$ cat config.mk
export PLATFORM = sky130hd
export DESIGN_NAME = wishbone_lsu_master
export DESIGN_NICKNAME = d
export VERILOG_FILES = /design/src/rtl/wb_master_pkg.sv /design/src/rtl/wb_lsu_align.sv /design/src/rtl/wishbone_lsu_master.sv
export SDC_FILE = /design/constraint.sdc
export NUM_CORES = 1
export LEC_CHECK = 0
export ABC_AREA = 1
export CAP_MARGIN = 0
export CORE_MARGIN = 5
export CORE_UTILIZATION = 40
export DETAILED_ROUTE_END_ITERATION = 16
export GPL_TIMING_DRIVEN = 0
export PLACE_DENSITY = 0.87
export SLEW_MARGIN = 20
export SYNTH_ARGS = -nofsm -noshare
export SYNTH_HDL_FRONTEND = slang
export SYNTH_HIERARCHICAL = 1
export SYNTH_SLANG_ARGS = --single-unit
$ cat constraint.sdc
create_clock -name i_CLK -period 1.33 [get_ports i_CLK]
set_input_delay 0.266 -clock i_CLK [delete_from_list [all_inputs] [get_ports i_CLK]]
set_output_delay 0.266 -clock i_CLK [all_outputs]
set_load 0.05 [all_outputs]
$ cat src/rtl/wb_master_pkg.sv
// Shared types and constants for the Wishbone load/store master and its lane aligner.
package wb_master_pkg;

  typedef enum logic [1:0] {
    SIZE_BYTE = 2'b00,
    SIZE_HALF = 2'b01,
    SIZE_WORD = 2'b10
  } size_e;

  typedef enum logic [1:0] {
    ST_IDLE,
    ST_BUS,
    ST_RESP
  } state_e;

  // Unshifted lane masks; byte and half masks slide left by the address offset.
  localparam logic [3:0] SEL_BYTE = 4'b0001;
  localparam logic [3:0] SEL_HALF = 4'b0011;
  localparam logic [3:0] SEL_WORD = 4'b1111;

endpackage

$ cat src/rtl/wb_lsu_align.sv
// Combinational lane logic for a 32-bit LSU: byte-select generation, store-lane
// replication, misalign/illegal-size detect, and load extract with sign/zero extension.
module wb_lsu_align
  import wb_master_pkg::*;
(
  input  logic [1:0]  req_size,
  input  logic [1:0]  req_addr_lo,
  input  logic [31:0] req_wdata,
  output logic [3:0]  req_sel,
  output logic [31:0] req_lanes,
  output logic        req_bad,
  input  logic [1:0]  rsp_size,
  input  logic [1:0]  rsp_addr_lo,
  input  logic        rsp_unsigned,
  input  logic [31:0] bus_rdata,
  output logic [31:0] rsp_rdata
);

  logic [31:0] shifted;

  always_comb begin
    // NOTE: every output gets a default first so no path through the case infers a latch.
    req_sel   = '0;
    req_lanes = req_wdata;
    req_bad   = 1'b0;
    case (req_size)
      SIZE_BYTE: begin
        req_sel   = SEL_BYTE << req_addr_lo;
        req_lanes = {4{req_wdata[7:0]}};
      end
      SIZE_HALF: begin
        req_bad   = req_addr_lo[0];
        req_sel   = req_addr_lo[0] ? 4'b0000 : (SEL_HALF << req_addr_lo);
        req_lanes = {2{req_wdata[15:0]}};
      end
      SIZE_WORD: begin
        req_bad = |req_addr_lo;
        req_sel = (|req_addr_lo) ? 4'b0000 : SEL_WORD;
      end
      default: req_bad = 1'b1;
    endcase
  end

  always_comb begin
    shifted   = bus_rdata >> {rsp_addr_lo, 3'b000};
    rsp_rdata = shifted;
    case (rsp_size)
      SIZE_BYTE: rsp_rdata = {{24{~rsp_unsigned & shifted[7]}}, shifted[7:0]};
      SIZE_HALF: rsp_rdata = {{16{~rsp_unsigned & shifted[15]}}, shifted[15:0]};
      default:   rsp_rdata = shifted;
    endcase
  end

endmodule

$ cat src/rtl/wishbone_lsu_master.sv
// Single-outstanding classic Wishbone initiator for the core's load/store path.
// Optional ACK watchdog is enabled by defining WB_MASTER_TIMEOUT_EN.
module wishbone_lsu_master
  import wb_master_pkg::*;
#(
  parameter int   DATA_WIDTH     = 32,
  parameter int   ADDR_WIDTH     = 32,
  parameter int   TIMEOUT_CYCLES = 16,
  parameter logic TAG_VALUE      = 1'b1
) (
  input  logic                  i_CLK,
  input  logic                  i_RST,
  input  logic                  i_REQ,
  input  logic                  i_WE,
  input  logic [1:0]            i_SIZE,
  input  logic                  i_UNSIGNED,
  input  logic [ADDR_WIDTH-1:0] i_ADDR,
  input  logic [DATA_WIDTH-1:0] i_WDATA,
  output logic                  o_READY,
  output logic                  o_DONE,
  output logic                  o_ERR,
  output logic [DATA_WIDTH-1:0] o_RDATA,
  output logic                  o_CYC,
  output logic                  o_STB,
  output logic                  o_WE,
  output logic [ADDR_WIDTH-1:0] o_ADDR,
  output logic [DATA_WIDTH-1:0] o_DATA,
  output logic [3:0]            o_SEL,
  input  logic [DATA_WIDTH-1:0] i_DATA,
  input  logic                  i_ACK,
  output logic                  o_TAGN,
  input  logic                  i_TAGN
);

  state_e      state, state_d;
  logic [1:0]  size_q;
  logic [1:0]  addr_lo_q;
  logic        unsigned_q;
  logic        we_q;
  logic        err_q;
  logic        timeout_hit;
  logic        accept;
  logic        bus_end;

  logic [3:0]  req_sel;
  logic [31:0] req_lanes;
  logic        req_bad;
  logic [31:0] rsp_rdata;

  logic unused_tagn;
  assign unused_tagn = i_TAGN;
  assign o_TAGN      = TAG_VALUE;

  wb_lsu_align u_align (
    .req_size     (i_SIZE),
    .req_addr_lo  (i_ADDR[1:0]),
    .req_wdata    (i_WDATA),
    .req_sel      (req_sel),
    .req_lanes    (req_lanes),
    .req_bad      (req_bad),
    .rsp_size     (size_q),
    .rsp_addr_lo  (addr_lo_q),
    .rsp_unsigned (unsigned_q),
    .bus_rdata    (i_DATA),
    .rsp_rdata    (rsp_rdata)
  );

  assign accept  = (state == ST_IDLE) && i_REQ;
  assign bus_end = (state == ST_BUS) && (i_ACK || timeout_hit);

`ifdef WB_MASTER_TIMEOUT_EN
  localparam int CNT_W = $clog2(TIMEOUT_CYCLES) + 1;
  logic [CNT_W-1:0] tmo_cnt;

  always_ff @(posedge i_CLK or negedge i_RST) begin
    if (!i_RST) begin
      tmo_cnt <= '0;
    end else if (accept) begin
      tmo_cnt <= '0;
    end else if (state == ST_BUS && !i_ACK) begin
      tmo_cnt <= tmo_cnt + 1'b1;
    end
  end

  // A late ACK in the final allowed cycle still completes normally.
  assign timeout_hit = (state == ST_BUS) && !i_ACK &&
                       (tmo_cnt == CNT_W'(TIMEOUT_CYCLES - 1));
`else
  localparam int unused_timeout = TIMEOUT_CYCLES;
  assign timeout_hit = 1'b0;
`endif

  always_ff @(posedge i_CLK or negedge i_RST) begin
    if (!i_RST) state <= ST_IDLE;
    else        state <= state_d;
  end

  always_comb begin
    state_d = state;
    o_READY = 1'b0;
    o_CYC   = 1'b0;
    o_DONE  = 1'b0;
    case (state)
      ST_IDLE: begin
        o_READY = 1'b1;
        if (i_REQ) state_d = req_bad ? ST_RESP : ST_BUS;
      end
      ST_BUS: begin
        o_CYC = 1'b1;
        if (i_ACK || timeout_hit) state_d = ST_RESP;
      end
      ST_RESP: begin
        o_DONE  = 1'b1;
        state_d = ST_IDLE;
      end
      default: state_d = ST_IDLE;
    endcase
  end

  assign o_STB = o_CYC;
  assign o_ERR = o_DONE & err_q;

  always_ff @(posedge i_CLK or negedge i_RST) begin
    if (!i_RST) begin
      // NOTE: non-blocking assignments keep every register sampling pre-edge values.
      size_q     <= SIZE_BYTE;
      addr_lo_q  <= '0;
      unsigned_q <= 1'b0;
      we_q       <= 1'b0;
      err_q      <= 1'b0;
      o_WE       <= 1'b0;
      o_ADDR     <= '0;
      o_DATA     <= '0;
      o_SEL      <= '0;
      o_RDATA    <= '0;
    end else begin
      if (accept) begin
        size_q     <= i_SIZE;
        addr_lo_q  <= i_ADDR[1:0];
        unsigned_q <= i_UNSIGNED;
        we_q       <= i_WE;
        err_q      <= req_bad;
        if (req_bad) begin
          o_RDATA <= '0;
        end else begin
          o_WE   <= i_WE;
          o_ADDR <= i_ADDR;
          o_DATA <= req_lanes;
          o_SEL  <= req_sel;
        end
      end
      if (bus_end) begin
        o_WE <= 1'b0;
        if (i_ACK) begin
          err_q <= 1'b0;
          if (!we_q) o_RDATA <= rsp_rdata;
        end else begin
          err_q   <= 1'b1;
          o_RDATA <= '0;
        end
      end
    end
  end

endmodule

== Word-level counts from Yosys, hierarchy flattened ==
Index checks and enable logic that the tools add are counted.

* Equality and inequality tests: 8
* Shift-type cells: 3
* Mux-type cells: 24
* Bitwise logic cells: 5
* Reductions and logical operators: 10

{| class="wikitable"
|+ Operators by type and width
! operator !! number
|-
| two-way mux 32 bit || 5
|-
| case mux 32 bit (2 select lines) || 2
|-
| >> shifter 32 x 5 -> 32 bit || 1
|-
| case mux 4 bit (3 select lines) || 1
|-
| two-way mux 1 bit || 9
|-
| two-way mux 4 bit || 2
|-
| equality test 2 x 1 -> 1 bit (second input constant) || 3
|-
| logical NOT 2 bit || 3
|-
| two-way mux 2 bit || 3
|-
| inequality test 2 bit (second input constant) || 3
|-
| AND reduction 2 bit || 3
|-
| equality test 2 bit (second input constant) || 2
|-
| case mux 2 bit (2 select lines) || 1
|-
| << shifter 1 x 2 -> 4 bit (first input constant) || 1
|-
| << shifter 2 x 2 -> 4 bit (first input constant) || 1
|-
| bitwise AND 1 bit || 3
|-
| case mux 1 bit (3 select lines) || 1
|-
| logical AND 1 bit || 2
|-
| NOT 1 bit || 2
|-
| nonzero test 2 bit || 1
|-
| OR reduction 2 bit || 1
|}

* Register bits: 110
* Input port bits: 105
* Output and inout port bits: 107
* Word-level logic and storage cells: 61

== Depth between registers and ports, before layout ==
Gate-level depths: netlist (run 1).

* Word-level depth: 7
* Gate-level depth with buffers: 11
* Mapped depth without buffers: 7

== Modules after synthesis ==
Netlist (run 1), hierarchy kept.

{| class="wikitable"
|+ Modules (own cells, without submodules)
! module !! instances !! cells an instance !! area an instance (um2) !! seq. area each (um2)
|-
| wishbone_lsu_master || 1 || 481 || 4,319.1 || 2,752.6
|-
| wb_lsu_align || 1 || 255 || 1,333.8 || 0.0
|}

== Least setup slack after synthesis (run 1) ==
Ideal clock, no wire load.

* Path type: flip-flop to output port
* Start point: register state[0]
* End point: output port o_STB
* Data arrival time: 1.542 ns
* Required time: 1.064 ns
* Path slack: -0.478 ns
* Stages on the path, launching flop included: 4
* Buffers on the path: 1
* Path through: dfrtp_1 -> inv_1 -> nor2_1 -> buf_4

* Cells in the longest elaborated chain, start to end: 2

{| class="wikitable"
|+ Ends and longest elaborated chain
! what !! line !! source
|-
| start, declared || wishbone_lsu_master.sv:35 || <nowiki>state_e state, state_d;</nowiki>
|-
| start signal, assigned || wishbone_lsu_master.sv:95 || <nowiki>else state <= state_d;</nowiki>
|-
| equality test 2 x 1 -> 1 bit || wishbone_lsu_master.sv:103 || <nowiki>case (state)</nowiki>
|-
| two-way mux 1 bit || wishbone_lsu_master.sv:103 ||
|-
| end, declared || wishbone_lsu_master.sv:24 || <nowiki>output logic o_STB,</nowiki>
|}

No other way between the ends.

== Worst setup path after layout (run 1) ==
* Start point: register addr_lo_q[0]
* End point: register o_RDATA[24]

* Cells in the longest elaborated chain, start to end: 6
* Elaborated cells on any way between the ends: 7
* Those cells by class: shift: 1; mux: 4; bitwise: 2

{| class="wikitable"
|+ Ends and longest elaborated chain
! what !! line !! source
|-
| start, declared || wishbone_lsu_master.sv:37 || <nowiki>logic [1:0] addr_lo_q;</nowiki>
|-
| start signal, assigned || wishbone_lsu_master.sv:139 || <nowiki>addr_lo_q <= i_ADDR[1:0];</nowiki>
|-
| >> shifter 32 x 5 -> 32 bit * || wb_lsu_align.sv:45 || <nowiki>shifted = bus_rdata >> {rsp_addr_lo, 3'b000};</nowiki>
|-
| bitwise AND 1 bit (on tied branches) || wb_lsu_align.sv:49, wb_lsu_align.sv:48 ||
|-
| case mux 32 bit (2 select lines) * || wb_lsu_align.sv:47 || <nowiki>case (rsp_size)</nowiki>
|-
| via rsp_rdata[24] || wishbone_lsu_master.sv:48 || <nowiki>logic [31:0] rsp_rdata;</nowiki>
|-
| two-way mux 32 bit * || wishbone_lsu_master.sv:156 || <nowiki>if (!we_q) o_RDATA <= rsp_rdata;</nowiki>
|-
| two-way mux 32 bit * || wishbone_lsu_master.sv:154 || <nowiki>if (i_ACK) begin</nowiki>
|-
| two-way mux 32 bit * || wishbone_lsu_master.sv:152 || <nowiki>if (bus_end) begin</nowiki>
|-
| end signal, assigned || wishbone_lsu_master.sv:156 ||
|-
| end, declared || wishbone_lsu_master.sv:22 || <nowiki>output logic [DATA_WIDTH-1:0] o_RDATA,</nowiki>
|}

The timed path passes the listed nets; every way through them passes the cells marked *.
A chain may end at the register's enable or synchronous reset.

==> results of run 1 <==
-- logic make-up (layout without fill, tap and decap cells) --
logic type	count (synthesis)	in the layout	synth area share
and+or+nand+nor	486	486	0.370
other	1	1	0.000663
AOI/OAI and AO/OA	56	56	0.0606
DFF	110	110	0.487
buffers and inverters	83	366	0.0817
-- power by group --
group	internal, mW	switching (mW)	total, mW
logic	5.13	10.9	16.0
registers	4.88	1.01	5.89
clock network	1.54	1.36	2.90
-- registers in the layout, summed over array words and instances, names as in the netlist --
name and cells:
err_q 1, o_ADDR 32, o_SEL 4, size_q 2, o_RDATA 32, state 2
o_DATA 32, o_WE 1, unsigned_q 1, addr_lo_q 2, we_q 1
-- stage by stage --
stage | instances | setup WS (ns) | util | setup TNS, ns | area (um2)
after floorplan | 736 | -0.206 | - | -17.19 | 5680
after global routing | 1199 | -0.278 | 0.698 | -18.16 | 9700
after CTS | 1189 | -0.199 | 0.645 | -6.72 | 8960
final | 1199 | -0.220 | 0.698 | -11.27 | 9700
after detailed placement | 1125 | -1.24 | 0.577 | -123.72 | 8010
after global placement | 1124 | -4.27 | 0.575 | -589.91 | 7980
-- placed cells by master, fill, tap and decap left out, drive strengths merged --
cell type	count
clkinv	1
dfrtp	110
buf	201
a211oi	1
nand2	355
and3	1
o211ai	18
clkbuf	34
clkdlybuf4s50	97
inv	28
and2	1
nand3b	2
bufinv	1
a21oi	10
nor3	1
conb	1
dlygate4sd3	1
o21ai	21
clkinvlp	3
nand3	105
a22oi	6
nand4	2
nor2	19
-- per-layer routing --
layer / wire, um / up-vias / part of all wire
met2: 11600 / 384 / 0.51
met5: 16 / - / 0.00070
met1: 7920 / 3013 / 0.35
li1: - / 2907 / -
met4: 1180 / 2 / 0.052
met3: 2070 / 101 / 0.091
-- how the worst min path moves through the flow --
stage                     startpoint            to  slack, ns
after floorplan                i_RST  addr_lo_q[0]      -0.03
final                      i_SIZE[1]     size_q[1]       0.16
after detailed placement       i_RST    o_DATA[17]       0.24
after global routing       i_SIZE[1]     size_q[1]       0.19
after global placement     size_q[0]     size_q[0]       0.46
after CTS                  i_SIZE[0]     size_q[0]       0.23
-- worst max-delay path: stages, from the launching register on --
cell and delay [ns]:
sky130_fd_sc_hd__dfrtp_2 0.46, sky130_fd_sc_hd__inv_2 0.09, sky130_fd_sc_hd__buf_8 0.14, sky130_fd_sc_hd__nand2_2 0.05, sky130_fd_sc_hd__nand3_2 0.08, sky130_fd_sc_hd__nand3_4 0.14, sky130_fd_sc_hd__buf_6 0.16, sky130_fd_sc_hd__buf_6 0.12
sky130_fd_sc_hd__nand3_4 0.05, sky130_fd_sc_hd__nand3_2 0.10, sky130_fd_sc_hd__nand2_2 0.10
-- area by class of cell --
cell class	count	share of cell area
multi-input cells	543	0.341
flip-flops and latches	110	0.284
repair buffers	273	0.252
plain buffers	50	0.0542
clock buffers	10	0.0246
well taps	180	0.0232
inverters	27	0.0133
clock inverters	6	0.00748
-- timing repair --
| action | in CTS | in global routing |
|---|---|---|
| hold buffers | 1 | 0 |
| buffers inserted | 35 | 11 |
| setup endpoints to repair | 210 | 114 |
| cloned | 15 | 6 |
| endpoints found under the hold margin | 48 | 0 |
| resized for setup | 749 | 198 |
| pin swaps | 72 | 69 |
==> impl_summary.md, run 1 <==
Outcome
The flow ran to the end, but the final reports show violations. The checks that failed: setup timing.

Setup path
The launching instance or port of the critical path is addr_lo_q[0]. The type of element capturing the critical path is a flop. The signal arrival time at the worst endpoint is 1.85 ns. The timing endpoint of the critical path is o_RDATA[24].

The depth of the worst register-to-register path is 10. The endpoint of the lowest-slack register-to-register path is o_RDATA[24]. The critical path is of the reg -> reg type. In this run the worst path has a maximum fanout of 7. The launching point of the worst reg2reg path is addr_lo_q[0]. The type of origin of the critical path is a flop. At the worst endpoint, the required time is 1.63 ns. The register-to-register path setup slack is -0.22 ns.

Die
The die is 129 um tall. The die covers 16,600 um2. For this configuration, the core starts out at a cell density of 0.407. The I/O pin count is 212.

The area inside the core boundary is 13,900 um2. The floorplan has 43 rows. The width of the die is 129 um.

GRT
The number of antenna violations at the first check in global routing is 1. The first global-routing pass estimated 33,500 um of wire. For met1 alone, demand over resource in global routing was 0.297. The via count of the first global-routing pass came to 6,428. Entering global routing, the biggest net connects 63 pins.

The global router's overall resource usage is 0.257. The most used routing layer is met2. The met3 track demand over resource is 0.0697.

The total overflow left after global routing is 0. For met2 alone, demand over resource in global routing was 0.445.

Yosys
The number of standard cells after synthesis is 736. Of the post-synthesis cell area, the dominant cell type holds 0.487. The synthesized netlist contains 31 unique library cells.

The area of the mapped netlist is 5650 um2. During synthesis, Yosys emitted a total of 6 warnings. The sequential share of the synthesized area is 0.487. The largest total area in the synthesized netlist belongs to sky130_fd_sc_hd__dfrtp_1. Dividing the synthesized area by the synthesized cell count gives 7.68 um2. The synthesized net count is 841. By instance count, the leading cell after synthesis is sky130_fd_sc_hd__nand2_1. The share of async-settable or async-resettable flops after synthesis is 1.00. The synthesized flop and latch total is 110. The main flop type after synthesis is sky130_fd_sc_hd__dfrtp_1.

After synthesis, the cell types taking the most area are sky130_fd_sc_hd__dfrtp_1 (49%), sky130_fd_sc_hd__nand2_1 (23%), sky130_fd_sc_hd__nand3_1 (8.1%), sky130_fd_sc_hd__o211ai_1 (2.4%), sky130_fd_sc_hd__nand3_2 (2.3%). In this run, synthesis inferred 0 flip-flops with an integrated enable. In the synthesized netlist, the cells that appear most often are sky130_fd_sc_hd__nand2_1 (352), sky130_fd_sc_hd__dfrtp_1 (110), sky130_fd_sc_hd__nand3_1 (91).

Timing
The worst setup skew after layout is 0.0129 ns. The count of final hold-check violations is 0. The worst hold slack is 0.162 ns. Setup repair after global routing could not meet its margin everywhere. The final-report max-slew violation count came to 0. The achievable clock frequency is 0.645 GHz. The final worst slack is -0.220 ns. The ratio of final minimum period to clock period is 1.17. The worst pin sits at a relative slew slack of 0.569. Setup violations remaining at the end of the flow were counted as 101. For the pin with the worst max-slew slack, the measured transition is 0.647 ns.

The post-route minimum period is 1.55 ns.

Routing
Wires add up to 22,800 um. The first-pass detailed-route iteration total is 5. Summing over every cut layer, the via total after detailed routing is 6,407. The first routing iteration left 542 violations. In this run the remaining antenna-violating nets after routing total 0. In the final routed layout, each cell accounts on average for 19.0 um. In the routed design, unresolved DRC markers number 0. Dividing the detail-routed via count by the number of cells gives 5.34.

Placed design
Detailed placement finished with a half-perimeter wire length of 13,900 um. The weighted congestion at the end of routability-driven global placement is 0.936. Port buffering added 208 buffers.

Clock tree
Clock tree synthesis inserted a total of 9 buffers. The clock latency on the worst-skew pair is 0.37 ns. The number of H-tree levels is 3. The clock sink count is 110. TritonCTS built the clock tree.

The deepest clock path buffer count is 2. The tree is rooted in a sky130_fd_sc_hd__clkbuf_16. After clock tree synthesis, the clock-pin slew on the worst setup and hold paths is 0.07 ns.

Cells and area
The number of filler instances in the final layout is 1,057. After the last flow step, the layout net total stands at 1,119. The storage element area is 2760 um2. The proportion of layout cells with a drive suffix above 1 is 0.456. The number of antenna diodes in the final layout is 0. The growth of design area from synthesis to finish is 71.5%. Summing all multi-input logic gate instances after layout gives 3310 um2.

Power
The highest ir drop seen on vdd is 1430 uV. The cell area power density is 2560 nW/um2. The sum of internal, switching and leakage power is 24.8 mW. In this run the static leakage power is 5.12 nW.

Min path
The worst hold path was traced through 3 stages. The path class of the lowest-slack min-delay path is in -> reg.

Flow run
The max-cap violation count is 0.
No activity file was read; power rests on OpenSTA's default activity.
==> run 2, diff against run 1 <==
--- a/config.mk
+++ b/config.mk
@@ -7,12 +7,14 @@
 export LEC_CHECK = 0
 export ABC_AREA = 1
 export CAP_MARGIN = 0
+export CELL_PAD_IN_SITES_DETAIL_PLACEMENT = 0
+export CELL_PAD_IN_SITES_GLOBAL_PLACEMENT = 1
 export CORE_MARGIN = 5
-export CORE_UTILIZATION = 40
+export CORE_UTILIZATION = 28
 export DETAILED_ROUTE_END_ITERATION = 16
 export GPL_TIMING_DRIVEN = 0
 export PLACE_DENSITY = 0.87
-export SLEW_MARGIN = 20
+export SLEW_MARGIN = 25
 export SYNTH_ARGS = -nofsm -noshare
 export SYNTH_HDL_FRONTEND = slang
 export SYNTH_HIERARCHICAL = 1
==> impl_summary.md, run 2 (synthesized netlist as in run 1, its figures left out) <==
Outcome
The run finished, with violations left. The checks that failed: setup timing.

Setup path
The cell type group with the largest total delay on the critical path is buffers and inverters. The type of element capturing the critical path is a flop. The maximum single-stage delay on the critical path is 0.39 ns (-0.07 ns). The signal arrival time at the worst endpoint is 1.85 ns (about the same).

The launching point of the worst reg2reg path is addr_lo_q[0]. The setup path with the least slack is of type reg -> reg. The required time of the critical path came to 1.62 ns (about the same). Walking the worst path, the cells encountered are buf_6, inv_4, buf_8, nand2_4, nand3_4, nand3_4, buf_6, buf_16, nand3_2, nand3_2, nand2_1. The depth of the worst register-to-register path is 11 (+1). The slowest stage of the critical path belongs to the cell sky130_fd_sc_hd__dfrtp_1. The register-to-register path setup slack is -0.22 ns (about the same). The endpoint of the lowest-slack register-to-register path is o_RDATA[18].

The number of buffer and inverter stages on the critical path is 5 (+1). The type of origin of the critical path is a flop. The maximum fanout along the worst path is 6 (-1).

Clock tree
The CTS tree is built. The clock latency on the worst-skew pair is 0.35 ns (-0.02 ns). The deepest clock path buffer count is 2 (unchanged). The number of buffers created by CTS is 9 (unchanged). The root buffer cell is sky130_fd_sc_hd__clkbuf_16. The number of H-tree levels is 3 (unchanged). The clock-pin slew on the worst setup and hold paths is 0.08 ns (about the same). The clock sink count came to 110 (unchanged).

GRT
The number of antenna violations at the first check in global routing is 0 (-1). The routing usage on met1 is 0.233 (-0.0638). The largest net degree at the start of global routing is 62 (-1.6%). The global-route wire length before repair was 34,700 um (+3.5%). After global routing, the most crowded layer is met2. The global router's overall resource usage is 0.185 (-0.0714). The total overflow reported by the global router came to 0 (unchanged). The via count of the first global-routing pass came to 6,363 (-1.0%). The met3 track demand over resource is 0.0589 (-0.0109).

The global routing met2 resource utilization is 0.301 (-0.143).

Cells and area
The library cells used most frequently in the layout, excluding fill and tap cells, are sky130_fd_sc_hd__nand2_1 (234), sky130_fd_sc_hd__dfrtp_1 (108), sky130_fd_sc_hd__clkdlybuf4s50_1 (97), sky130_fd_sc_hd__buf_2 (95), sky130_fd_sc_hd__nand2_2 (91). The count of placed standard cells in the final layout, fillers left out is 1,287 (+7.3%). The leading cell type in the layout, fill and taps excluded is sky130_fd_sc_hd__nand2_1. In the final layout, the registers with the most flip-flops are o_ADDR (32), o_DATA (32), o_RDATA (32). The proportion of layout cells with a drive suffix above 1 is 0.414 (-0.0424).

The final antenna diode count came to 0 (unchanged). The storage element area is 2760 um2 (about the same). The final design instance area without fill is 9660 um2 (-0.36%). The growth of design area from synthesis to finish is 70.9%. The utilization after layout is 0.482 (-0.216).

The number of nets in the layout is 1,118 (-0.089%). The multi-input logic area is 3170 um2 (-4.2%). The number of filler instances in the final layout is 1,988 (+88%).

Die
The initial core utilization was 0.282 (-0.125). The die span in y is 152 um (+18%). The area of the die came to 23,100 um2 (+39%). The number of rows in the core area is 52 (+21%).

The width of the die is 152 um (+18%). The area inside the core boundary is 20,000 um2 (+44%). The I/O pin count is 212 (unchanged).

Placed design
The number of port buffers is 208 (unchanged). The cell total after placement was 1,215 (+8.0%). The post-place setup slack is -1.21 ns (+0.0387 ns). The weighted congestion at the end of routability-driven global placement is 0.866 (-7.5%). The final HPWL from detailed placement is 15,000 um (+8.1%). The standard cell area after detailed placement is 8130 um2 (+1.4%).

Power
The static leakage was 5.09 nW (-0.58%). The highest ir drop seen on vdd is 1420 uV (-0.58%). The sum of internal, switching and leakage power is 24.4 mW (-1.8%).

The cell area power density is 2520 nW/um2 (-1.5%).

Min path
The startpoint of the lowest-slack hold path is i_ADDR[1]. For hold timing, the worst endpoint is o_ADDR[1]. In this run the worst hold path is classified as in -> reg. The cell count of the worst hold path is 3 (unchanged).

Routing
The first-pass detailed-route iteration total is 5 (unchanged). The average vias per placed instance is 4.73 (-11%). The number of remaining DRC errors came to 0 (unchanged).

The initial DRC count is 339 (-37%). The number of nets with antenna violations after routing is 0 (unchanged). The via count was 6,089 (-5.0%). The per-cell routed wire length is 16.8 um (-12%). The total wire length after detailed routing is 21,600 um (-5.3%).

Timing
The transition time at the pin with the least slew margin came to 0.675 ns (+0.0276 ns). The count of final hold-check violations is 0 (unchanged). The final count of negative-setup-slack endpoints is 114 (+13%). The worst setup skew after layout is 0.00634 ns (-0.00657 ns). The final worst slack is -0.224 ns (-0.00400 ns). The achievable clock frequency came to 0.643 GHz (-0.26%). The setup TNS after final layout came to -15.08 ns (-3.82 ns).

The post-route minimum period is 1.55 ns (+0.00400 ns). The final-report max-slew violation count was 0 (unchanged). The worst hold slack came to 0.218 ns (+0.0562 ns). Setup repair after global routing could not meet its margin everywhere.

The headroom to the max-slew limit was 0.550 (-0.0184). The ratio of final minimum period to clock period came to 1.17 (+0.00301).

Flow run
The max-cap violation count is 0 (unchanged).
==> run 2: metal layers <==
layer,share of wire,vias up
met5,0,-
met4,0.028,0
li1,-,2910
met2,0.47,258
met1,0.42,2882
met3,0.087,39
==> run 2: report_power, final <==
group	switching (mW)	internal [mW]	total, mW
clock	1.34	1.57	2.91
combinational	10.5	5.12	15.6
sequential	0.980	4.88	5.86
==> run 2: area by class of cell <==
class | instances | share of cell area
Buffer | 53 | 0.0578
Clock buffer | 11 | 0.0262
Clock inverter | 4 | 0.00544
Inverter | 27 | 0.0120
Multi-Input combinational cell | 543 | 0.328
Sequential cell | 110 | 0.285
Tap cell | 270 | 0.0350
Timing Repair Buffer | 269 | 0.251
==> run 2: timing repair <==
item	in CTS	in global routing
endpoints found under the hold margin	49	0
pin swaps	61	46
setup endpoints to repair	210	118
resized for setup	756	132
cloned	15	1
setup buffers	35	14
hold buffers	1	0
==> run 2: worst max path at each step <==
stage / to / startpoint / cells past startpoint / slack [ns]
after floorplan: o_STB / state[0] / 3 / -0.21
after global placement: o_ADDR[10] / i_RST / 1 / -4.51
after detailed placement: o_ADDR[13] / i_SIZE[0] / 9 / -1.21
after CTS: o_STB / state[0] / 4 / -0.22
after global routing: o_ADDR[11] / state[1] / 9 / -0.28
final: o_RDATA[18] / addr_lo_q[0] / 11 / -0.22
==> run 2: worst min-delay path: cells and delay by family <==
kind | cells | cell delay (ns)
buffers and inverters | 2 | 0.21
AO/OA/AOI/OAI | 1 | 0.06
